$ cat src/rtl/transfer_center_rx_if.sv
// Handshake/bus bundle for the transfer center serial receiver.
// master = stimulus side, slave = receiver side.
interface transfer_center_rx_if #(
  parameter int WORD_W     = 8,
  parameter int FIFO_DEPTH = 16
);
  localparam int CountW = $clog2(FIFO_DEPTH) + 1;

  logic              serial_in;
  logic              frame_sync;
  logic              ready_in;
  logic              ready_out;
  logic [1:0]        scanner_cmd;
  logic [WORD_W-1:0] data_out;
  logic              data_ascii;
  logic              data_valid;
  logic              data_ready;
  logic [CountW-1:0] fifo_count;
  logic              overflow;
  logic              err_cmd;
  logic              err_frame;

  modport master (
    output serial_in, frame_sync, ready_in, data_ready,
    input  ready_out, scanner_cmd, data_out, data_ascii, data_valid,
           fifo_count, overflow, err_cmd, err_frame
  );

  modport slave (
    input  serial_in, frame_sync, ready_in, data_ready,
    output ready_out, scanner_cmd, data_out, data_ascii, data_valid,
           fifo_count, overflow, err_cmd, err_frame
  );
endinterface

$ cat src/rtl/transfer_center_rx.sv
// Serial command/payload receiver: deserialises words, decodes buffer-status
// commands and queues length-delimited binary/ASCII payloads in a FIFO.
//
// state | meaning
// CMD   | next word is a command code
// LEN   | next word is the payload length
// DATA  | next words are payload, `remaining` still to come
module transfer_center_rx #(
  parameter int WORD_W     = 8,
  parameter int FIFO_DEPTH = 16
) (
  input logic                 clk,
  input logic                 rst,
  transfer_center_rx_if.slave bus
);
  localparam int CntW  = $clog2(WORD_W);
  localparam int AddrW = $clog2(FIFO_DEPTH);
  localparam logic [CntW-1:0]  LastBit   = CntW'(WORD_W - 1);
  localparam logic [CntW-1:0]  CntOne    = CntW'(1);
  localparam logic [AddrW:0]   FullCount = (AddrW+1)'(FIFO_DEPTH);
  localparam logic [AddrW:0]   CountOne  = (AddrW+1)'(1);
  localparam logic [AddrW-1:0] PtrOne    = AddrW'(1);

  typedef enum logic [1:0] {CMD, LEN, DATA} stateType;

  stateType          state, nextState;
  logic [WORD_W-1:0] sh, word, remaining;
  logic [CntW-1:0]   cnt, effCnt;
  logic              strobe, frameErr;
  logic              tag, tagNext, setTag;
  logic              loadReady, clearReady, readyOut;
  logic [1:0]        scanNext, scanCmd;
  logic              errCmdNext, errCmd, errFrame;
  logic              flushReq, loadLen, pushReq;

  logic [WORD_W:0]    mem [FIFO_DEPTH];
  logic [AddrW-1:0]   wrPtr, rdPtr;
  logic [AddrW:0]     count;
  logic               popReq, fullBlock, doPush, ovf;

  // frame_sync restarts the word, so it can never coincide with a strobe
  always_comb begin
    effCnt   = bus.frame_sync ? '0 : cnt;
    strobe   = (effCnt == LastBit);
    frameErr = bus.frame_sync && (cnt != '0);
    word     = {sh[WORD_W-2:0], bus.serial_in};
  end

  always_ff @(posedge clk) begin
    if (rst) state <= CMD;
    else     state <= nextState;
  end

  always_comb begin
    nextState  = state;
    loadReady  = 1'b0;
    clearReady = 1'b0;
    scanNext   = 2'b00;
    errCmdNext = 1'b0;
    flushReq   = 1'b0;
    loadLen    = 1'b0;
    pushReq    = 1'b0;
    setTag     = 1'b0;
    tagNext    = tag;
    if (frameErr) begin
      nextState = CMD;
    end else if (strobe) begin
      case (state)
        CMD: begin
          case (word)
            WORD_W'(0): begin end
            WORD_W'(1): begin
              clearReady = 1'b1;
              scanNext   = 2'b10;
            end
            WORD_W'(2), WORD_W'(4), WORD_W'(6): loadReady = 1'b1;
            WORD_W'(3): begin
              loadReady = 1'b1;
              scanNext  = 2'b01;
            end
            WORD_W'(5): flushReq = 1'b1;
            WORD_W'(7), WORD_W'(8): begin
              loadReady = 1'b1;
              setTag    = 1'b1;
              tagNext   = (word == WORD_W'(8));
              nextState = LEN;
            end
            default: errCmdNext = 1'b1;
          endcase
        end
        LEN: begin
          loadLen   = 1'b1;
          nextState = (word == '0) ? CMD : DATA;
        end
        DATA: begin
          pushReq = 1'b1;
          if (remaining == WORD_W'(1)) nextState = CMD;
        end
        default: nextState = CMD;
      endcase
    end
  end

  always_ff @(posedge clk) begin
    if (rst) begin
      sh        <= '0;
      cnt       <= '0;
      remaining <= '0;
      tag       <= 1'b0;
      readyOut  <= 1'b0;
      scanCmd   <= 2'b00;
      errCmd    <= 1'b0;
      errFrame  <= 1'b0;
    end else begin
      sh       <= word;
      cnt      <= strobe ? '0 : effCnt + CntOne;
      scanCmd  <= scanNext;
      errCmd   <= errCmdNext;
      errFrame <= frameErr;
      if (clearReady)     readyOut <= 1'b0;
      else if (loadReady) readyOut <= bus.ready_in;
      if (setTag) tag <= tagNext;
      if (loadLen)      remaining <= word;
      else if (pushReq) remaining <= remaining - WORD_W'(1);
    end
  end

  // A full FIFO still accepts a push when the head leaves in the same cycle
  assign popReq    = (count != '0) && bus.data_ready;
  assign fullBlock = (count == FullCount) && !popReq;
  assign doPush    = pushReq && !fullBlock;

  always_ff @(posedge clk) begin
    if (rst || flushReq) begin
      wrPtr <= '0;
      rdPtr <= '0;
      count <= '0;
      ovf   <= 1'b0;
    end else begin
      if (doPush) wrPtr <= wrPtr + PtrOne;
      if (popReq) rdPtr <= rdPtr + PtrOne;
      if (pushReq && fullBlock) ovf <= 1'b1;
      case ({doPush, popReq})
        2'b10:   count <= count + CountOne;
        2'b01:   count <= count - CountOne;
        default: count <= count;
      endcase
    end
  end

  always_ff @(posedge clk) begin
    if (doPush) mem[wrPtr] <= {tag, word};
  end

  assign bus.data_valid  = (count != '0);
  assign bus.data_out    = bus.data_valid ? mem[rdPtr][WORD_W-1:0] : '0;
  assign bus.data_ascii  = bus.data_valid ? mem[rdPtr][WORD_W] : 1'b0;
  assign bus.fifo_count  = count;
  assign bus.overflow    = ovf;
  assign bus.ready_out   = readyOut;
  assign bus.scanner_cmd = scanCmd;
  assign bus.err_cmd     = errCmd;
  assign bus.err_frame   = errFrame;
endmodule

$ cat src/flat_wrapper.sv
// flat-port wrapper written by rule: the top's interface ports become plain ports
module transfer_center_rx_flat 
#(
  parameter int WORD_W     = 8,
  parameter int FIFO_DEPTH = 16
)
  (clk, rst, bus_serial_in, bus_frame_sync, bus_ready_in, bus_data_ready, bus_ready_out, bus_scanner_cmd, bus_data_out, bus_data_ascii, bus_data_valid, bus_fifo_count, bus_overflow, bus_err_cmd, bus_err_frame);
  transfer_center_rx_if #(.WORD_W(WORD_W), .FIFO_DEPTH(FIFO_DEPTH)) bus_i ();
  input logic clk;
  input logic rst;
  input wire logic [$bits(bus_i.serial_in)-1:0] bus_serial_in;
  input wire logic [$bits(bus_i.frame_sync)-1:0] bus_frame_sync;
  input wire logic [$bits(bus_i.ready_in)-1:0] bus_ready_in;
  input wire logic [$bits(bus_i.data_ready)-1:0] bus_data_ready;
  output wire logic [$bits(bus_i.ready_out)-1:0] bus_ready_out;
  output wire logic [$bits(bus_i.scanner_cmd)-1:0] bus_scanner_cmd;
  output wire logic [$bits(bus_i.data_out)-1:0] bus_data_out;
  output wire logic [$bits(bus_i.data_ascii)-1:0] bus_data_ascii;
  output wire logic [$bits(bus_i.data_valid)-1:0] bus_data_valid;
  output wire logic [$bits(bus_i.fifo_count)-1:0] bus_fifo_count;
  output wire logic [$bits(bus_i.overflow)-1:0] bus_overflow;
  output wire logic [$bits(bus_i.err_cmd)-1:0] bus_err_cmd;
  output wire logic [$bits(bus_i.err_frame)-1:0] bus_err_frame;
  assign bus_i.serial_in = bus_serial_in;
  assign bus_i.frame_sync = bus_frame_sync;
  assign bus_i.ready_in = bus_ready_in;
  assign bus_i.data_ready = bus_data_ready;
  assign bus_ready_out = bus_i.ready_out;
  assign bus_scanner_cmd = bus_i.scanner_cmd;
  assign bus_data_out = bus_i.data_out;
  assign bus_data_ascii = bus_i.data_ascii;
  assign bus_data_valid = bus_i.data_valid;
  assign bus_fifo_count = bus_i.fifo_count;
  assign bus_overflow = bus_i.overflow;
  assign bus_err_cmd = bus_i.err_cmd;
  assign bus_err_frame = bus_i.err_frame;
  transfer_center_rx #(.WORD_W(WORD_W), .FIFO_DEPTH(FIFO_DEPTH)) u_core (.clk(clk), .rst(rst), .bus(bus_i));
endmodule
$ cat config.mk
export PLATFORM = sky130hd
export DESIGN_NAME = transfer_center_rx_flat
export DESIGN_NICKNAME = d
export VERILOG_FILES = /design/src/rtl/transfer_center_rx_if.sv /design/src/rtl/transfer_center_rx.sv /design/src/flat_wrapper.sv
export SDC_FILE = /design/constraint.sdc
export NUM_CORES = 1
export LEC_CHECK = 0
export CAP_MARGIN = 5
export CORE_MARGIN = 10
export CORE_UTILIZATION = 55
export DETAILED_ROUTE_END_ITERATION = 8
export PLACE_DENSITY = 0.82
export SYNTH_ARGS = -nofsm -noshare
export SYNTH_HDL_FRONTEND = slang
export SYNTH_SLANG_ARGS = --single-unit
$ cat constraint.sdc
create_clock -name clk -period 6.2 [get_ports clk]
set_clock_uncertainty 0.2 [all_clocks]
set_input_delay 1.24 -clock clk [delete_from_list [all_inputs] [get_ports clk]]
set_output_delay 1.24 -clock clk [all_outputs]
set_load 0.02 [all_outputs]
## Word-level counts from Yosys, hierarchy flattened

Memories as Yosys holds them, arrays and structs flattened. A register that Yosys moved wholly into a read port is not among the register bits.
Index checks and enable logic that the tools add are counted.

| storage, ports and cells | value |
|---|---|
| register bits after elaboration | 40 |
| bits in writable memories | 144 |
| input port bits | 6 |
| output and inout bits | 21 |
| word-level logic and storage cells | 101 |
| memories kept | 1 |

Memories:

| memory | words | bits a word | read ports | clocked after memory_dff | wr ports | line | source |
|---|---|---|---|---|---|---|---|
| u_core.mem | 16 | 9 | 1 | 1 | 1 | transfer_center_rx.sv:36 | `logic [WORD_W:0] mem [FIFO_DEPTH];` |

| cells by class | value |
|---|---|
| add/subtract/negate cells | 6 |
| equal/unequal tests | 17 |
| muxes and demuxes | 38 |
| bitwise gates (word level) | 3 |
| reductions and logical operators | 23 |

Operators with widths:

| kind | count |
|---|---|
| $eq 8x3->1 const B | 4 |
| $mux 1 | 26 |
| $mux 8 | 3 |
| $eq 8x1->1 const B | 2 |
| $eq 8x2->1 const B | 2 |
| $pmux 5 s2 | 1 |
| $reduce_or 9->1 | 1 |
| $add 4x1->4 const B | 2 |
| $eq 8x4->1 const B | 1 |
| $logic_not 8->1 | 1 |
| $mux 4 | 2 |
| $reduce_or 2->1 | 4 |
| $sub 8x1->8 const B | 1 |
| $mux 2 | 3 |
| $pmux 2 s3 | 1 |
| $reduce_or 6->1 | 1 |
| $add 5x1->5 const B | 1 |
| $eq 5x5->1 const B | 1 |
| $logic_and 1x1->1 | 5 |
| $reduce_and 5->1 | 1 |
| $reduce_bool 5->1 | 1 |
| $sub 5x1->5 const B | 1 |
| $eq 2x1->1 const B | 2 |
| $eq 2x2->1 const B | 2 |
| 14 further kinds | 18 |

## Depth between registers and ports, before layout

| logic depth | value |
|---|---|
| depth after elaboration | 8 |
| gate-level depth with buffers | 14 |
| depth with buffers taken out | 13 |

## Worst setup path before layout

OpenSTA, ideal clock, no wires.

| timing | value |
|---|---|
| path kind | input to register |
| start | in bus_frame_sync |
| end | reg u_core.count[4], in the netlist u_core.bus.fifo_count[4] |
| library setup time | 0.121 ns |
| arrival time | 3.530 ns |
| data required time | 5.879 ns |
| path slack | 2.350 ns |
| cell stages on the path | 14 |
| buffers on the path | 1 |
| cells stage by stage | nor2b_1 > ha_1 > ha_1 > and3b_1 > and2_0 > clkbuf_1 > nor2_1 > inv_1 > fa_1 > inv_1 > a21o_1 > a21oi_1 > mux2i_1 > mux2_2 |

| on the way | value |
|---|---|
| cells in the longest elaborated chain, start to end | 7 |
| elaborated cells on any way between the ends | 13 |
| those cells by class | 3 x eq/ne; 6 x mux; 4 x reduce/logical |

Ends and longest elaborated chain:

| element | line | source |
|---|---|---|
| start: declaration | flat_wrapper.sv:12 | `input wire logic [$bits(bus_i.frame_sync)-1:0] bus_frame_sync;` |
| $mux 3 | transfer_center_rx.sv:43 | `effCnt = bus.frame_sync ? '0 : cnt;` |
| $eq 3x3->1 | transfer_center_rx.sv:44 | `strobe = (effCnt == LastBit);` |
| $mux 1 | transfer_center_rx.sv:67 | `end else if (strobe) begin` |
| $mux 1 | transfer_center_rx.sv:65 | `if (frameErr) begin` |
| $logic_and 1x1->1 | transfer_center_rx.sv:131 | `assign doPush = pushReq && !fullBlock;` |
| $eq 2x1->1 or $eq 2x2->1 (tied branches) | transfer_center_rx.sv:143 | `case ({doPush, popReq})` |
| $pmux 5 s2 or $reduce_bool 2->1 (tied branches) | - |  |
| end signal: assignment | transfer_center_rx.sv:144 | `2'b10: count <= count + CountOne;` |
| end signal: assignment | transfer_center_rx.sv:145 | `2'b01: count <= count - CountOne;` |
| end signal: assignment | transfer_center_rx.sv:146 | `default: count <= count;` |
| end: declaration | transfer_center_rx.sv:38 | `logic [AddrW:0] count;` |

Several ways; a longest one is shown, not always the timed one.
A chain may end at the register's enable or synchronous reset.

==> flow_summary.yaml <==
status:
  run_status: "complete, no violations"
cts:
  cts.sinks: 188
  holdBufCountCts: 0
  cts_tree: "done"
  cts_setup_buffers: 0
  cts_max_path_buffers: 2
  clock_tree.root_cell: "sky130_fd_sc_hd__clkbuf_16"
  clock_latency_on_the_worst_skew_pair_ps: 420
  cts-resized-gates: 0
  ctsHtreeMaxLevel: 4
  cts_made_buffers: 17
  path_clk_slew_ps: 60
worst_setup_path:
  worst-endpoint-required_ps: 4760
  cpPeakStageDelay_ps: 940
  worst_path_most_repeated_cell: "sky130_fd_sc_hd__mux4_2"
  worstPathCellList: "buf_4, mux4_2, mux4_2, and2_1, clkdlybuf4s50_1"
  critical_path.startpoint_type: "flip-flop"
  endpoint_kind: "primary output"
  timing.critical_path.max_delay_family: "multiplexers"
  critical_path_buf_inv_count: 2
  cpMaxStageDelayCell: "sky130_fd_sc_hd__dfxtp_2"
  worstSetupPathType: "flip-flop to primary output"
  critical_path.max_fanout: 26
  critPathArrivalTime_ps: 3530
timing:
  timing.final.crit_share_pct: 80.2
  max_slew_margin_pct: 29.1
  drv_slew: 0
  worstMarginPinSlew_ps: 1060
  hold-worst-slack_ps: 305
  layout_min_cycle_time_ps: 4970
  max_freq_ghz: 0.201
  setup-tns-final_ps: 0
  grt_setup_unrepaired: "no"
  finalHoldViolCount: 0
  report.final.setup_viol: 0
synthesis:
  synth_enable_flop_cells: 144
  asyncSetResetFlopFracSynth_pct: 0
  synth_top_flop_cell: "sky130_fd_sc_hd__edfxtp_1"
  postSynthRegisterBits: 188
  postSynthCellCount: 476
  postSynthAreaPerCell_um2: 16.2
  synth.net_count: 495
  synthesis.yosys.warnings: 0
  synthesis.area_um2: 7710
  synth_sequential_area_ratio_pct: 67.5
  yosys.cell_types.count: 52
global_routing:
  antenna_found_initial: 0
  maximum_number_of_pins_on_one_net_before_global_route_repair: 37
  globalRoute.totalOverflow: 0
  grt_first_pass_wirelength_mm: 25.0
  grtUsageTotal_pct: 16.8
  grt_pass1_vias: 4291
placed_design:
  dp_cells: 664
  dp.final_hpwl_mm: 9.75
  io_buffers: 26
  place.gp.congestion: 0.815
  post_dp_cell_area_um2: 8120
floorplanning:
  ioPinCount: 27
  floorplan.die.height_um: 138
  fp.dieArea_um2: 19200
  floorplan.die.width_um: 138
  row_count: 43
  initial_core_util_pct: 55.8
  coreArea_um2: 13800
power_and_ir_drop:
  fraction_of_power_consumed_by_combinational_cells_pct: 18.9
  internal_power_mw: 2.33
  seq_power_share_pct: 45.5
  post-layout-total-power_mw: 3.12
  net_switching_power_uw: 787
  peakVddDrop_uv: 327
  total_leakage_power_nw: 2.76
  power.switching_fraction_pct: 25.2
  clock_power_share_pct: 35.5
  pwr_density_cell_nw_per_um2: 357
cells_and_area:
  antennaDiodeCount: 0
  layout-drive-gt1-share_pct: 16.5
  finish.instance_area_um2: 8740
  stdcell_count: 696
  filler_cell_count: 939
  area_growth_pct: 13.3
  num-nets-final: 522
job:
  max_cap_violations: 0
detailed_routing:
  vias_per_cell: 6.09
  first_pass_iters: 5
  routed-via-count: 4241
  avgRoutedWirePerCell_um: 22.7
  route.final.wire_length_mm: 15.8
  route.antenna.remaining_nets: 0
  drcViolationCount: 0
  drt-initial-drc-count: 437
hold_path:
  worst_hold_path_type: "flip-flop to flip-flop"
==> logic make-up after synthesis <==
logic type      Yosys count  share of synthesized area [%]
flops                   188                           67.5
simple gates            132                           8.83
mux                      52                           14.5
compound gates           47                           3.96
buf+inv                  36                           2.16
fa+ha+maj                13                           2.21
xor+xnor                  8                          0.909
==> flip-flops by register name, summed over array words and instances (netlist names), named ones only <==
name / flops
u_core.mem: 144
u_core.remaining: 8
u_core.sh: 7
u_core.bus.fifo_count: 5
u_core.rdPtr: 4
u_core.wrPtr: 4
u_core.cnt: 3
u_core.bus.scanner_cmd: 2
u_core.state: 2
u_core.bus.err_cmd: 1
u_core.bus.err_frame: 1
u_core.bus.overflow: 1
u_core.bus.ready_out: 1
u_core.tag: 1
==> cell type report <==
class	instances	area (um^2)	area share, %
Sequential cell	188	5210	59.6
Clock buffer	24	514	5.88
Clock inverter	8	104	1.19
Timing Repair Buffer	32	305	3.49
Multi-Input combinational cell	252	2340	26.8
Tap cell	180	225	2.58
Inverter	12	45.0	0.515
==> power by group through the flow <==
stage | Combinational, mW | Sequential (mW) | Clock [mW]
2_1_floorplan | 0.414 | 1.43 | 0
3_3_place_gp | 0.582 | 1.45 | 0
3_5_place_dp | 0.597 | 1.45 | 0
4_1_cts | 0.601 | 1.42 | 1.12
5_1_grt | 0.637 | 1.43 | 1.17
6_report | 0.590 | 1.42 | 1.11
==> layout by cell type, fill, tap and decap left out, types with 4 or more instances in the layout <==
master                            instances
sky130_fd_sc_hd__a21oi_1                 16
sky130_fd_sc_hd__and2_1                  10
sky130_fd_sc_hd__buf_4                    6
sky130_fd_sc_hd__clkbuf_16               19
sky130_fd_sc_hd__clkdlybuf4s50_1         26
sky130_fd_sc_hd__dfxtp_1                 43
sky130_fd_sc_hd__edfxtp_1               144
sky130_fd_sc_hd__ha_1                    12
sky130_fd_sc_hd__inv_1                   12
sky130_fd_sc_hd__mux4_1                   5
sky130_fd_sc_hd__mux4_2                  40
sky130_fd_sc_hd__nand2_1                 19
sky130_fd_sc_hd__nand2b_1                 4
sky130_fd_sc_hd__nand3_1                 10
sky130_fd_sc_hd__nor2_1                  39
sky130_fd_sc_hd__nor2b_1                 12
sky130_fd_sc_hd__nor3_1                  14
sky130_fd_sc_hd__nor3b_1                  4
sky130_fd_sc_hd__o21ai_0                  8
sky130_fd_sc_hd__o31ai_1                  4
sky130_fd_sc_hd__xnor2_1                  5
==> cell usage after synthesis, types with 3 or more instances <==
master                     number  share of area (%)
sky130_fd_sc_hd__edfxtp_1     144                 56
sky130_fd_sc_hd__dfxtp_1       44                 11
sky130_fd_sc_hd__mux4_2        40                 12
sky130_fd_sc_hd__nor2_1        39                1.9
sky130_fd_sc_hd__nand2_1       19               0.92
sky130_fd_sc_hd__a21oi_1       16                1.0
sky130_fd_sc_hd__clkbuf_1      16               0.78
sky130_fd_sc_hd__nor3_1        14               0.91
sky130_fd_sc_hd__ha_1          12                1.9
sky130_fd_sc_hd__inv_1         12               0.58
sky130_fd_sc_hd__nor2b_1       12               0.97
sky130_fd_sc_hd__and2_1        10               0.81
sky130_fd_sc_hd__nand3_1       10               0.65
sky130_fd_sc_hd__o21ai_0        8               0.52
sky130_fd_sc_hd__mux4_1         5                1.7
sky130_fd_sc_hd__xnor2_1        5               0.57
sky130_fd_sc_hd__buf_6          4               0.58
sky130_fd_sc_hd__nand2b_1       4               0.32
sky130_fd_sc_hd__nor3b_1        4               0.39
sky130_fd_sc_hd__o31ai_1        4               0.39
sky130_fd_sc_hd__a21o_1         3               0.29
sky130_fd_sc_hd__a22oi_1        3               0.29
sky130_fd_sc_hd__and3_1         3               0.24
sky130_fd_sc_hd__buf_1          3               0.15
sky130_fd_sc_hd__mux2i_1        3               0.39
sky130_fd_sc_hd__nand3b_1       3               0.29
sky130_fd_sc_hd__nor4_1         3               0.24
sky130_fd_sc_hd__xor2_1         3               0.34
==> worst reg2reg max path, delay by kind of cell, from the launching register on <==
family                   cells  cell delay (ps)
AND/OR/NAND/NOR              6             2000
adder cells (fa/ha/maj)      2              530
flip-flops                   1              370
==> metrics by stage <==
stage	utilization (%)	worst slack, ps
after CTS	63.2	1140
after global placement	58.7	1500
final	63.2	1230
after floorplan	-	2350
after global routing	63.2	1020
after detailed placement	58.7	1320
==> metal layers <==
metal | GRT usage (%) | up-vias | wire, um
li1 | - | 1899 | -
met4 | 4.99 | 0 | 193
met1 | 20.8 | 2192 | 6500
met2 | 28.3 | 132 | 8290
met5 | 0 | - | 0
met3 | 4.21 | 18 | 827
==> path summary, 6_finish.rpt <==
check	start	endpoint	slack (ps)	cells after the start
worst max-delay path	flip-flop	bus_data_out[5]	1230	5
worst min-delay path	u_core.bus.ready_out	u_core.bus.ready_out	310	2
worst min register to register	u_core.bus.ready_out	u_core.bus.ready_out	310	2
worst max register to register	u_core.cnt[0]	u_core.mem[12][3]	2720	8
Note: power is estimated with default switching activity, not from simulation.
